**config.mk**
```make
export PLATFORM = sky130hd
export DESIGN_NAME = ram_port_arbiter
export DESIGN_NICKNAME = d
export VERILOG_FILES = /design/src/rtl/ram_port_arbiter.sv
export SDC_FILE = /design/constraint.sdc
export NUM_CORES = 1
export LEC_CHECK = 0
export BUFFER_PORTS_ARGS = -buffer_cell sky130_fd_sc_hd__buf_2
export CELL_PAD_IN_SITES_DETAIL_PLACEMENT = 2
export CELL_PAD_IN_SITES_GLOBAL_PLACEMENT = 2
export CORE_MARGIN = 5
export CORE_UTILIZATION = 27
export CTS_BUF_LIST = sky130_fd_sc_hd__clkbuf_4 sky130_fd_sc_hd__clkbuf_8
export DETAILED_ROUTE_END_ITERATION = 8
export GPL_TIMING_DRIVEN = 1
export MAX_ROUTING_LAYER = met4
export PLACE_DENSITY_LB_ADDON = 0.1
export SETUP_SLACK_MARGIN = 0.1
export SYNTH_ARGS = -nofsm -noshare
export SYNTH_HDL_FRONTEND = slang
export SYNTH_SLANG_ARGS = --single-unit
```
**constraint.sdc**
```tcl
create_clock -name Clk -period 2.4 [get_ports Clk]
set_input_delay 0.12 -clock Clk [delete_from_list [all_inputs] [get_ports Clk]]
set_output_delay 0.12 -clock Clk [all_outputs]
set_load 0.005 [all_outputs]
```
**src/rtl/ram_port_arbiter.sv**
```systemverilog
// ram_port_arbiter
//
// Shares the single RAM port (MFA/MFC handshake) between the instruction
// fetch requester and the data (load/store/trap-vector) requester. Only one
// transaction is in flight at a time. The winning request's fields are
// latched and drive the RAM strobes until the transaction completes. A
// saturating 8-bit watchdog aborts a RAM access that never signals MFC.
//
// Parameters
//   TIMEOUT      WAIT cycles tolerated without ramMFC before abort (2..255)
//
// Ports
//   Clk, reset             rising-edge clock, asynchronous active-high reset
//   fReq/fRW/fSize/fAddr   fetch request, held until fDone
//   dReq/dRW/dSize/dAddr   data request, held until dDone
//   dWData                 store data (fetch has none, drives zero)
//   fGrant/dGrant          owner indication, ISSUE through DONE
//   fDone/dDone            one-cycle completion pulse to the owner
//   rData                  read data, valid with done, held afterwards
//   err                    high with done when the access timed out
//   ramMFA/ramRW/ramDataSize/ramAddress/ramDataOut   registered RAM strobes
//   ramDataIn, ramMFC      RAM read data and completion handshake
//
// Configuration
//   RAM_ARB_RR_EN defined   : round-robin between the two requesters on a
//                             simultaneous request.
//   RAM_ARB_RR_EN undefined : fixed priority, data beats fetch.

module ram_port_arbiter #(
  parameter int TIMEOUT = 64
) (
  input  logic        Clk,
  input  logic        reset,
  input  logic        fReq,
  input  logic        fRW,
  input  logic [1:0]  fSize,
  input  logic [8:0]  fAddr,
  input  logic        dReq,
  input  logic        dRW,
  input  logic [1:0]  dSize,
  input  logic [8:0]  dAddr,
  input  logic [31:0] dWData,
  output logic        fGrant,
  output logic        dGrant,
  output logic        fDone,
  output logic        dDone,
  output logic [31:0] rData,
  output logic        err,
  output logic        ramMFA,
  output logic        ramRW,
  output logic [1:0]  ramDataSize,
  output logic [8:0]  ramAddress,
  output logic [31:0] ramDataOut,
  input  logic [31:0] ramDataIn,
  input  logic        ramMFC
);

  typedef enum logic [2:0] {
    S_IDLE,
    S_ISSUE,
    S_WAIT,
    S_DONE,
    S_RECOVER
  } state_t;

  localparam logic [7:0] TIMEOUT_L = 8'(TIMEOUT);

  state_t     state;
  logic       owner_d;   // 1: data requester owns the port, 0: fetch
  logic [7:0] wdog;
  logic       pick_d;    // arbitration result for the current IDLE cycle

  function automatic logic [7:0] sat_inc8(input logic [7:0] v);
    return (v == 8'hFF) ? v : v + 8'd1;
  endfunction

`ifdef RAM_ARB_RR_EN
  logic last_d;          // 1: data won the previous arbitration

  // On a tie the port that did not win last time goes next.
  always_comb pick_d = dReq & (~fReq | ~last_d);
`else
  always_comb pick_d = dReq;
`endif

  always_ff @(posedge Clk or posedge reset) begin
    if (reset) begin
      state       <= S_IDLE;
      owner_d     <= 1'b0;
      wdog        <= '0;
      fGrant      <= 1'b0;
      dGrant      <= 1'b0;
      fDone       <= 1'b0;
      dDone       <= 1'b0;
      rData       <= '0;
      err         <= 1'b0;
      ramMFA      <= 1'b0;
      ramRW       <= 1'b0;
      ramDataSize <= '0;
      ramAddress  <= '0;
      ramDataOut  <= '0;
`ifdef RAM_ARB_RR_EN
      last_d      <= 1'b0;
`endif
    end else begin
      case (state)
        // Arbitrate and latch the winner's request fields.
        S_IDLE: begin
          if (fReq | dReq) begin
            owner_d     <= pick_d;
            fGrant      <= ~pick_d;
            dGrant      <= pick_d;
            ramMFA      <= 1'b1;
            ramRW       <= pick_d ? dRW   : fRW;
            ramDataSize <= pick_d ? dSize : fSize;
            ramAddress  <= pick_d ? dAddr : fAddr;
            ramDataOut  <= pick_d ? dWData : 32'd0;
`ifdef RAM_ARB_RR_EN
            last_d      <= pick_d;
`endif
            state       <= S_ISSUE;
          end
        end

        // Strobe is on; any MFC still high from elsewhere is not sampled here.
        S_ISSUE: begin
          wdog  <= '0;
          state <= S_WAIT;
        end

        // MFC completes the access; otherwise the watchdog eventually aborts.
        S_WAIT: begin
          if (ramMFC) begin
            if (!ramRW) rData <= ramDataIn;
            err    <= 1'b0;
            fDone  <= ~owner_d;
            dDone  <= owner_d;
            ramMFA <= 1'b0;
            state  <= S_DONE;
          end else if (wdog == TIMEOUT_L) begin
            rData  <= '0;
            err    <= 1'b1;
            fDone  <= ~owner_d;
            dDone  <= owner_d;
            ramMFA <= 1'b0;
            state  <= S_DONE;
          end else begin
            wdog <= sat_inc8(wdog);
          end
        end

        // Done pulse lasts exactly this cycle; ownership ends with it.
        S_DONE: begin
          fDone  <= 1'b0;
          dDone  <= 1'b0;
          fGrant <= 1'b0;
          dGrant <= 1'b0;
          err    <= 1'b0;
          state  <= S_RECOVER;
        end

        // The RAM must drop MFC before the next access can start.
        S_RECOVER: begin
          if (!ramMFC) state <= S_IDLE;
        end

        default: state <= S_IDLE;
      endcase
    end
  end

endmodule

```
==> results.rst, run 1 <==
.. list-table::
   :header-rows: 1

   * - Metric
     - Value
   * - TritonCTS Sinks
     - 94
   * - Antenna violations before repair
     - 1
   * - Cells after synthesis
     - 305
   * - Count of max-cap constraint violations
     - 0
   * - Count of input and output buffers
     - 174
   * - Critical-path maximum fanout
     - 32
   * - Cell class contributing the biggest share of worst-path delay
     - flip-flops
   * - Wire length per cell
     - 18.1 um
   * - Critical Path Slowest Stage Cell
     - sky130_fd_sc_hd__dfrtp_1
   * - GRT overflow
     - 0
   * - Max-slew violation count
     - 0
   * - Number of nets produced by synthesis
     - 400
   * - Count of cell types in the netlist
     - 49
   * - Average footprint of a synthesized cell
     - 12.7 um2
   * - Post-layout power
     - 6.06 mW
   * - Flip-flop and latch count after synthesis
     - 94
   * - Height of the chip
     - 130 um
   * - Number of global-route vias before repair
     - 3954
   * - Clock tree skew after final layout
     - 0.00927 ns
   * - Buf/Inv on CP
     - 2
   * - Outcome
     - finished, final reports clean
   * - Number of buffers created by CTS
     - 9
   * - Ratio of total power to cell area
     - 1070 mW/mm2
   * - CTS H-tree depth
     - 3
   * - Slew at the pin closest to its max-slew limit
     - 0.769 ns
   * - Number of cell rows
     - 43
   * - Final WL
     - 13.1 mm
   * - Setup_tns
     - 0 ns
   * - Type of the most critical hold path
     - in -> reg
   * - Layout cells sized above 1
     - 38.4%
   * - Area after DPL
     - 0.00487 mm2
   * - Post-CTS Resized
     - 0
   * - Delay of the slowest cell on the worst path
     - 0.43 ns
   * - DRC violations left
     - 0
   * - Post-detailed-route count of antenna-violating nets
     - 0
   * - Highest achievable clock rate
     - 550 MHz
   * - Number of I/O pins
     - 175
   * - Wire length of the first global-routing pass
     - 20.8 mm
   * - Initial core utilization
     - 27.6%
   * - Total count of hold-check failures in the final report
     - 0
   * - Synth Flop Type
     - sky130_fd_sc_hd__dfrtp_1
   * - Insertion delay of the later-clocked pin in the worst-skew pair
     - 0.37 ns
   * - Clk pin slew, worst setup/hold paths
     - 0.09 ns
   * - Weighted congestion reported at the end of routability-driven placement
     - 0.760
   * - DIE AREA
     - 0.0168 mm2
   * - Post-layout min period
     - 1.82 ns
   * - Net total in the final layout
     - 632
   * - Relative slew slack
     - 48.7%
   * - Final HPWL from detailed placement
     - 8.96 mm
   * - Register area share after synthesis
     - 60.8%
   * - Share of Yosys cell area claimed by the top area cell type
     - 60.8%
   * - Clock tree root buffer cell
     - sky130_fd_sc_hd__clkbuf_8
   * - Worst-case vdd ir drop
     - 0.000343 V
   * - Hold-fix buffer count after cts
     - 65
   * - Setup repair after global routing missed its margin
     - false
   * - DRC violation total after the first TritonRoute iteration
     - 127
   * - Post-route clock period utilization
     - 75.7%
   * - Cell types with the largest area share after synthesis
     - sky130_fd_sc_hd__dfrtp_1 (61%), sky130_fd_sc_hd__a22o_1 (14%), sky130_fd_sc_hd__mux2i_1 (3.4%)
   * - Critical path data arrival time
     - 2.07 ns
   * - GRT Overall Usage
     - 16.3%
   * - Startpoint-to-endpoint class of the critical path
     - reg -> reg
   * - Warnings from Yosys
     - 0
   * - Crit end category
     - register
   * - Leakage power
     - 2.86 nW
   * - Pin count of the biggest net entering global routing
     - 51
   * - Critical Path RT
     - 2.65 ns
   * - Post-CTS setup buffer count
     - 0
   * - Number of flops mapped to enable cells by yosys
     - 0
   * - TritonCTS clock tree
     - done
   * - CORE AREA
     - 0.0140 mm2
   * - Synth-to-Final Area Change
     - 46.6%
   * - Routed via count divided by cell count
     - 4.80
   * - Cell Chain, Critical Path
     - inv_1 -> ha_1 -> nand4bb_1 -> nor3_2 -> o21ai_2 -> buf_4 -> a22o_1
   * - Clk buf depth
     - 2
   * - Drt first pass iters
     - 4
   * - Area of the mapped netlist
     - 0.00387 mm2
   * - Fraction of synthesis flops using an asynchronous set or reset pin
     - 100%
   * - Critical path startpoint category
     - register
   * - Final setup violation count
     - 0
   * - Non-Filler Cell Area, Final
     - 0.00567 mm2
   * - Routed via count
     - 3453
   * - X dimension of the die
     - 130 um
   * - Cell type with the highest aggregate area in the netlist
     - sky130_fd_sc_hd__dfrtp_1
## cells by family (layout without fill, tap and decap cells)
| logic type | Yosys count | in the layout | synth area share (%) |
|---|---|---|---|
| fa+ha+maj | 2 | 2 | 0.647 |
| simple gates | 48 | 48 | 6.83 |
| other cells | 0 | 1 | 0 |
| compound gates | 116 | 116 | 23.3 |
| buf+inv | 32 | 266 | 5.05 |
| flops | 94 | 94 | 60.8 |
| mux | 13 | 13 | 3.36 |
## cells in the mapped netlist (2+ instances only)
cell,count
sky130_fd_sc_hd__o21ai_0,22
sky130_fd_sc_hd__and3_2,2
sky130_fd_sc_hd__nand2b_1,3
sky130_fd_sc_hd__nor2_1,5
sky130_fd_sc_hd__clkbuf_1,6
sky130_fd_sc_hd__a31oi_1,7
sky130_fd_sc_hd__a21oi_1,5
sky130_fd_sc_hd__a22o_1,64
sky130_fd_sc_hd__buf_2,9
sky130_fd_sc_hd__clkbuf_8,2
sky130_fd_sc_hd__nand3_1,6
sky130_fd_sc_hd__mux2i_1,13
sky130_fd_sc_hd__dfrtp_1,94
sky130_fd_sc_hd__o21ai_1,2
sky130_fd_sc_hd__inv_1,6
sky130_fd_sc_hd__ha_1,2
sky130_fd_sc_hd__buf_6,4
sky130_fd_sc_hd__clkbuf_2,2
sky130_fd_sc_hd__and3_1,2
sky130_fd_sc_hd__nand2_1,18
sky130_fd_sc_hd__buf_4,3
## routing by layer
layer,global-route usage (%),part of all wire (%),vias to the layer above
li1,-,-,1592
met2,26.8,48,123
met4,5.50,1.3,0
met1,19.6,44,1726
met3,4.00,6.7,12
met5,-,0,-
## path summary, 6_finish.rpt
check / start / to / slack [ns] / depth (start not counted)
worst max-delay path: wdog[0]$_DFFE_PP0P_ / rData[25]$_DFFE_PP0P_ / 0.58 / 7
worst max register to register: wdog[0]$_DFFE_PP0P_ / rData[25]$_DFFE_PP0P_ / 0.58 / 7
max in group asynchronous: reset / rData[9]$_DFFE_PP0P_ / 1.26 / 4
worst min-delay path: fSize[0] / ramDataSize[0]$_DFFE_PP0P_ / 0.04 / 3
worst min register to register: ramAddress[6]$_DFFE_PP0P_ / ramAddress[6]$_DFFE_PP0P_ / 0.48 / 2
min in group asynchronous: reset / rData[24]$_DFFE_PP0P_ / 0.43 / 3
## area by class of cell
cell class | instances | area (um2)
clock inverter | 4 | 26.3
multi-input combinational | 179 | 1320
clock buffer | 9 | 124
antenna | 1 | 2.50
timing repair buffer | 247 | 1590
inverter | 6 | 26.3
fill | 1494 | 8320
sequential | 94 | 2350
tap | 180 | 225
## power by group
group / total (mW) / leakage [nW] / switching [mW] / internal, mW
Combinational: 2.47 / 1.59 / 1.23 / 1.25
Sequential: 2.68 / 1.20 / 0.435 / 2.25
Clock: 0.904 / 0.0772 / 0.544 / 0.360
Total: 6.06 / 2.86 / 2.21 / 3.85
## cells in the final DEF, fill, tap and decap left out, types with 3 or more instances in the layout
| cell | netlist | layout |
|---|---|---|
| sky130_fd_sc_hd__nand2_1 | 18 | 18 |
| sky130_fd_sc_hd__inv_1 | 6 | 5 |
| sky130_fd_sc_hd__nand2b_1 | 3 | 3 |
| sky130_fd_sc_hd__o21ai_0 | 22 | 22 |
| sky130_fd_sc_hd__nand3_1 | 6 | 6 |
| sky130_fd_sc_hd__dfrtp_1 | 94 | 94 |
| sky130_fd_sc_hd__buf_4 | 3 | 7 |
| sky130_fd_sc_hd__clkbuf_8 | 2 | 9 |
| sky130_fd_sc_hd__a22o_1 | 64 | 64 |
| sky130_fd_sc_hd__buf_2 | 9 | 174 |
| sky130_fd_sc_hd__a21oi_1 | 5 | 5 |
| sky130_fd_sc_hd__a31oi_1 | 7 | 7 |
| sky130_fd_sc_hd__mux2i_1 | 13 | 13 |
| sky130_fd_sc_hd__nor2_1 | 5 | 5 |
| sky130_fd_sc_hd__dlygate4sd3_1 | 0 | 65 |
## flip-flops by register name, indices dropped and copies added (netlist names)
register / flops
ramDataSize: 2
ramAddress: 9
ramMFA: 1
fDone: 1
ramDataOut: 32
fGrant: 1
err: 1
wdog: 8
dGrant: 1
state: 3
dDone: 1
ramRW: 1
rData: 32
owner_d: 1
## tightest hold or removal path: stages
cell,delay (ns)
sky130_fd_sc_hd__buf_2,0.08
sky130_fd_sc_hd__mux2i_1,0.05
sky130_fd_sc_hd__o21ai_0,0.12
## metrics by stage
stage          std cells  hold slack (ns)  util [%]  setup WS [ns]
6_report             720           0.0423      40.5          0.583
5_1_grt              720           0.0437      40.5          0.433
4_1_cts              719           0.0160      40.5          0.542
3_5_place_dp         641            0.299      34.8          0.551
3_3_place_gp         641            0.292      34.8          0.627
2_1_floorplan        305            0.253         -          0.835
Note: power is estimated with default switching activity, not from simulation.
==> inputs of run 2 (changes only) <==
- ABC_AREA: unset -> 1
- CORE_UTILIZATION: 27 -> 25
- clock period: 2.4 -> 1.6 ns (I/O delays scaled with it)
==> results.rst, run 2 <==
.. list-table::
   :header-rows: 1

   * - Metric
     - Value
   * - Number of flops mapped to enable cells by yosys
     - 0
   * - Crit end category
     - register
   * - Non-Filler Cell Area, Final
     - 0.00645 mm2
   * - DIE AREA
     - 0.0189 mm2
   * - Max-slew violation count
     - 0
   * - Number of standard cells in the final layout excluding fillers
     - 910
   * - Count of cell types in the netlist
     - 24
   * - Cell type with the highest aggregate area in the netlist
     - sky130_fd_sc_hd__dfrtp_1
   * - Clock tree root buffer cell
     - sky130_fd_sc_hd__clkbuf_8
   * - Outcome
     - finished, final reports clean
   * - Initial core utilization
     - 25.6%
   * - Count of input and output buffers
     - 174
   * - Final setup violation count
     - 0
   * - DRC violations left
     - 0
   * - Clk buf depth
     - 2
   * - Delay of the slowest cell on the worst path
     - 0.43 ns
   * - Leading cell type by number of instances after synthesis
     - sky130_fd_sc_hd__nand2_1
   * - Critical path data arrival time
     - 1.79 ns
   * - Critical path startpoint category
     - register
   * - Post-layout min period
     - 1.53 ns
   * - Cell types with the largest area share after synthesis
     - sky130_fd_sc_hd__dfrtp_1 (58%), sky130_fd_sc_hd__nand2_1 (11%), sky130_fd_sc_hd__a22o_1 (6.9%)
   * - Commonest cells post-synth
     - sky130_fd_sc_hd__nand2_1 (121), sky130_fd_sc_hd__dfrtp_1 (94), sky130_fd_sc_hd__nor2_1 (40), sky130_fd_sc_hd__nand4_1 (34), sky130_fd_sc_hd__a22o_1 (32)
   * - Number of buffers created by CTS
     - 9
   * - TritonCTS clock tree
     - done
   * - Post-route clock period utilization
     - 95.6%
   * - Most common cell after layout, fill and taps aside
     - sky130_fd_sc_hd__buf_2
   * - Critical Path RT
     - 1.86 ns
   * - Routed via count
     - 4202
   * - Area of the mapped netlist
     - 0.00406 mm2
   * - Worst-case vdd ir drop
     - 0.000567 V
   * - Clk pin slew, worst setup/hold paths
     - 0.09 ns
   * - Wire length per cell
     - 18.2 um
   * - Weighted congestion reported at the end of routability-driven placement
     - 0.730
   * - Top flop regs
     - rData (32), ramDataOut (32), ramAddress (9)
   * - Type of the most critical hold path
     - in -> reg
   * - Layout cells sized above 1
     - 38.5%
   * - Post-layout power
     - 10.2 mW
   * - Number of cell rows
     - 46
   * - Height of the chip
     - 137 um
   * - Critical Path Slowest Stage Cell
     - sky130_fd_sc_hd__dfrtp_1
   * - Area after DPL
     - 0.00527 mm2
   * - Number of nets produced by synthesis
     - 516
   * - Ratio of total power to cell area
     - 1580 mW/mm2
   * - Setup repair after global routing missed its margin
     - true
   * - CTS H-tree depth
     - 3
   * - Final WL
     - 16.5 mm
   * - Post-Route Utilization
     - 40.6%
   * - Drt first pass iters
     - 6
   * - Most used cell, CP
     - sky130_fd_sc_hd__nand2_2
   * - Cell count after placement
     - 807
   * - Count of max-cap constraint violations
     - 0
   * - Startpoint-to-endpoint class of the critical path
     - reg -> reg
   * - Register area share after synthesis
     - 58.0%
   * - CORE AREA
     - 0.0159 mm2
   * - Clock tree skew after final layout
     - 0.0156 ns
   * - Final-layout worst hold slack
     - 0.0191 ns
   * - Flip-flop and latch count after synthesis
     - 94
   * - X dimension of the die
     - 137 um
   * - Worst Setup Slack post-DPL
     - -0.0577 ns
   * - TritonCTS Sinks
     - 94
   * - Synth Flop Type
     - sky130_fd_sc_hd__dfrtp_1
   * - Share of Yosys cell area claimed by the top area cell type
     - 58.0%
   * - Final worst slack
     - 0.0703 ns
   * - Total count of hold-check failures in the final report
     - 0
   * - Number of global-route vias before repair
     - 4630
   * - Setup_tns
     - 0 ns
   * - Slew at the pin closest to its max-slew limit
     - 0.566 ns
   * - Leakage power
     - 3.38 nW
   * - Insertion delay of the later-clocked pin in the worst-skew pair
     - 0.37 ns
   * - Number of I/O pins
     - 175
   * - Cell Chain, Critical Path
     - inv_2 -> ha_4 -> nand3_4 -> nor2_4 -> nand2_4 -> nand2_8 -> buf_6 -> nand2_2 -> nand2_2 -> inv_1
   * - Relative slew slack
     - 62.2%
   * - GRT overflow
     - 0
   * - Wire length of the first global-routing pass
     - 24.9 mm
   * - Synth-to-Final Area Change
     - 59.0%
   * - Highest achievable clock rate
     - 654 MHz
   * - Fraction of synthesis flops using an asynchronous set or reset pin
     - 100%
   * - GRT Overall Usage
     - 17.5%
   * - Post-detailed-route count of antenna-violating nets
     - 0
   * - Critical-path maximum fanout
     - 4
   * - Pin count of the biggest net entering global routing
     - 65
   * - Net total in the final layout
     - 783
   * - DRC violation total after the first TritonRoute iteration
     - 141
   * - Final HPWL from detailed placement
     - 10.4 mm
   * - Cells after synthesis
     - 421
   * - Warnings from Yosys
     - 0
   * - Routed via count divided by cell count
     - 4.62
   * - Average footprint of a synthesized cell
     - 9.64 um2
   * - Most frequent cells in the layout
     - sky130_fd_sc_hd__buf_2 (174), sky130_fd_sc_hd__nand2_1 (107), sky130_fd_sc_hd__dfrtp_1 (94)
   * - Setup slack of the most critical reg-to-reg path
     - 0.07 ns
   * - Antenna violations before repair
     - 1
[run 2: cell count changes in the layout (fill, tap and decap cells not counted), moves of 7 or more]
cell                            before  now
sky130_fd_sc_hd__a22o_1             64   32
sky130_fd_sc_hd__a31oi_1             7    0
sky130_fd_sc_hd__buf_4               7   19
sky130_fd_sc_hd__dlygate4sd3_1      65   78
sky130_fd_sc_hd__inv_1               5   16
sky130_fd_sc_hd__mux2i_1            13    0
sky130_fd_sc_hd__nand2_1            18  107
sky130_fd_sc_hd__nand2_2             0   26
sky130_fd_sc_hd__nand4_1             0   34
sky130_fd_sc_hd__nor2_1              5   37
sky130_fd_sc_hd__o21ai_0            22    2
sky130_fd_sc_hd__o31ai_1             1   10
[run 2: where the power goes]
group	switching [mW]	internal, mW	leakage, nW
combinational	2.59	2.10	2.09
clock	0.906	0.605	0.0905
sequential	0.632	3.34	1.20
[run 2: area by class of cell]
cell class / count / area, um2
Inverter: 21 / 87.6
Multi-Input combinational cell: 283 / 1650
Tap cell: 216 / 270
Timing Repair Buffer: 279 / 1920
Fill cell: 1766 / 9430
Clock buffer: 11 / 139
Antenna cell: 1 / 2.50
Sequential cell: 94 / 2350
Clock inverter: 5 / 35.0
[run 2: worst paths after layout]
path | end | start | cells past startpoint
setup / recovery | fDone$_DFFE_PP0P_ | wdog[0]$_DFFE_PP0P_ | 10
hold / removal | ramAddress[0]$_DFFE_PP0P_ | dAddr[0] | 3
setup reg to reg | fDone$_DFFE_PP0P_ | wdog[0]$_DFFE_PP0P_ | 10
hold reg to reg | err$_DFFE_PP0P_ | err$_DFFE_PP0P_ | 2
max in group asynchronous | ramMFA$_DFFE_PP0P_ | reset | 4
min in group asynchronous | ramDataOut[9]$_DFFE_PP0P_ | reset | 4
[run 2: metal layers]
metal / global-route usage, % / up-vias / wire length (um)
met5: - / - / 0
met2: 29.1 / 121 / 8290
met3: 4.64 / 10 / 1120
li1: - / 1950 / -
met1: 21.1 / 2121 / 6980
met4: 4.66 / 0 / 148
[run 2: cell families after synthesis]
group | share of synthesized area, %
AND/OR/NAND/NOR | 25.2
buffers and inverters | 5.73
adder cells (fa/ha/maj) | 0.616
flip-flops | 58.0
AO/OA/AOI/OAI | 10.5
[run 2: worst max-delay path: cells and delay by family, from the launching register on]
family / cells / cell delay [ns]
and+or+nand+nor: 6 / 0.58
DFF: 1 / 0.43
adders and majority gates: 1 / 0.14
buffers and inverters: 3 / 0.27
[run 2: repair_timing]
action                                  4_1_cts  5_1_grt
hold buffers                                 78        0
hold endpoints to repair                    168        0
pin swaps                                     1        7
gates cloned                                  0        2
buffers inserted                              1        5
endpoints found under the setup margin       45       58
gates resized for setup                       9       33
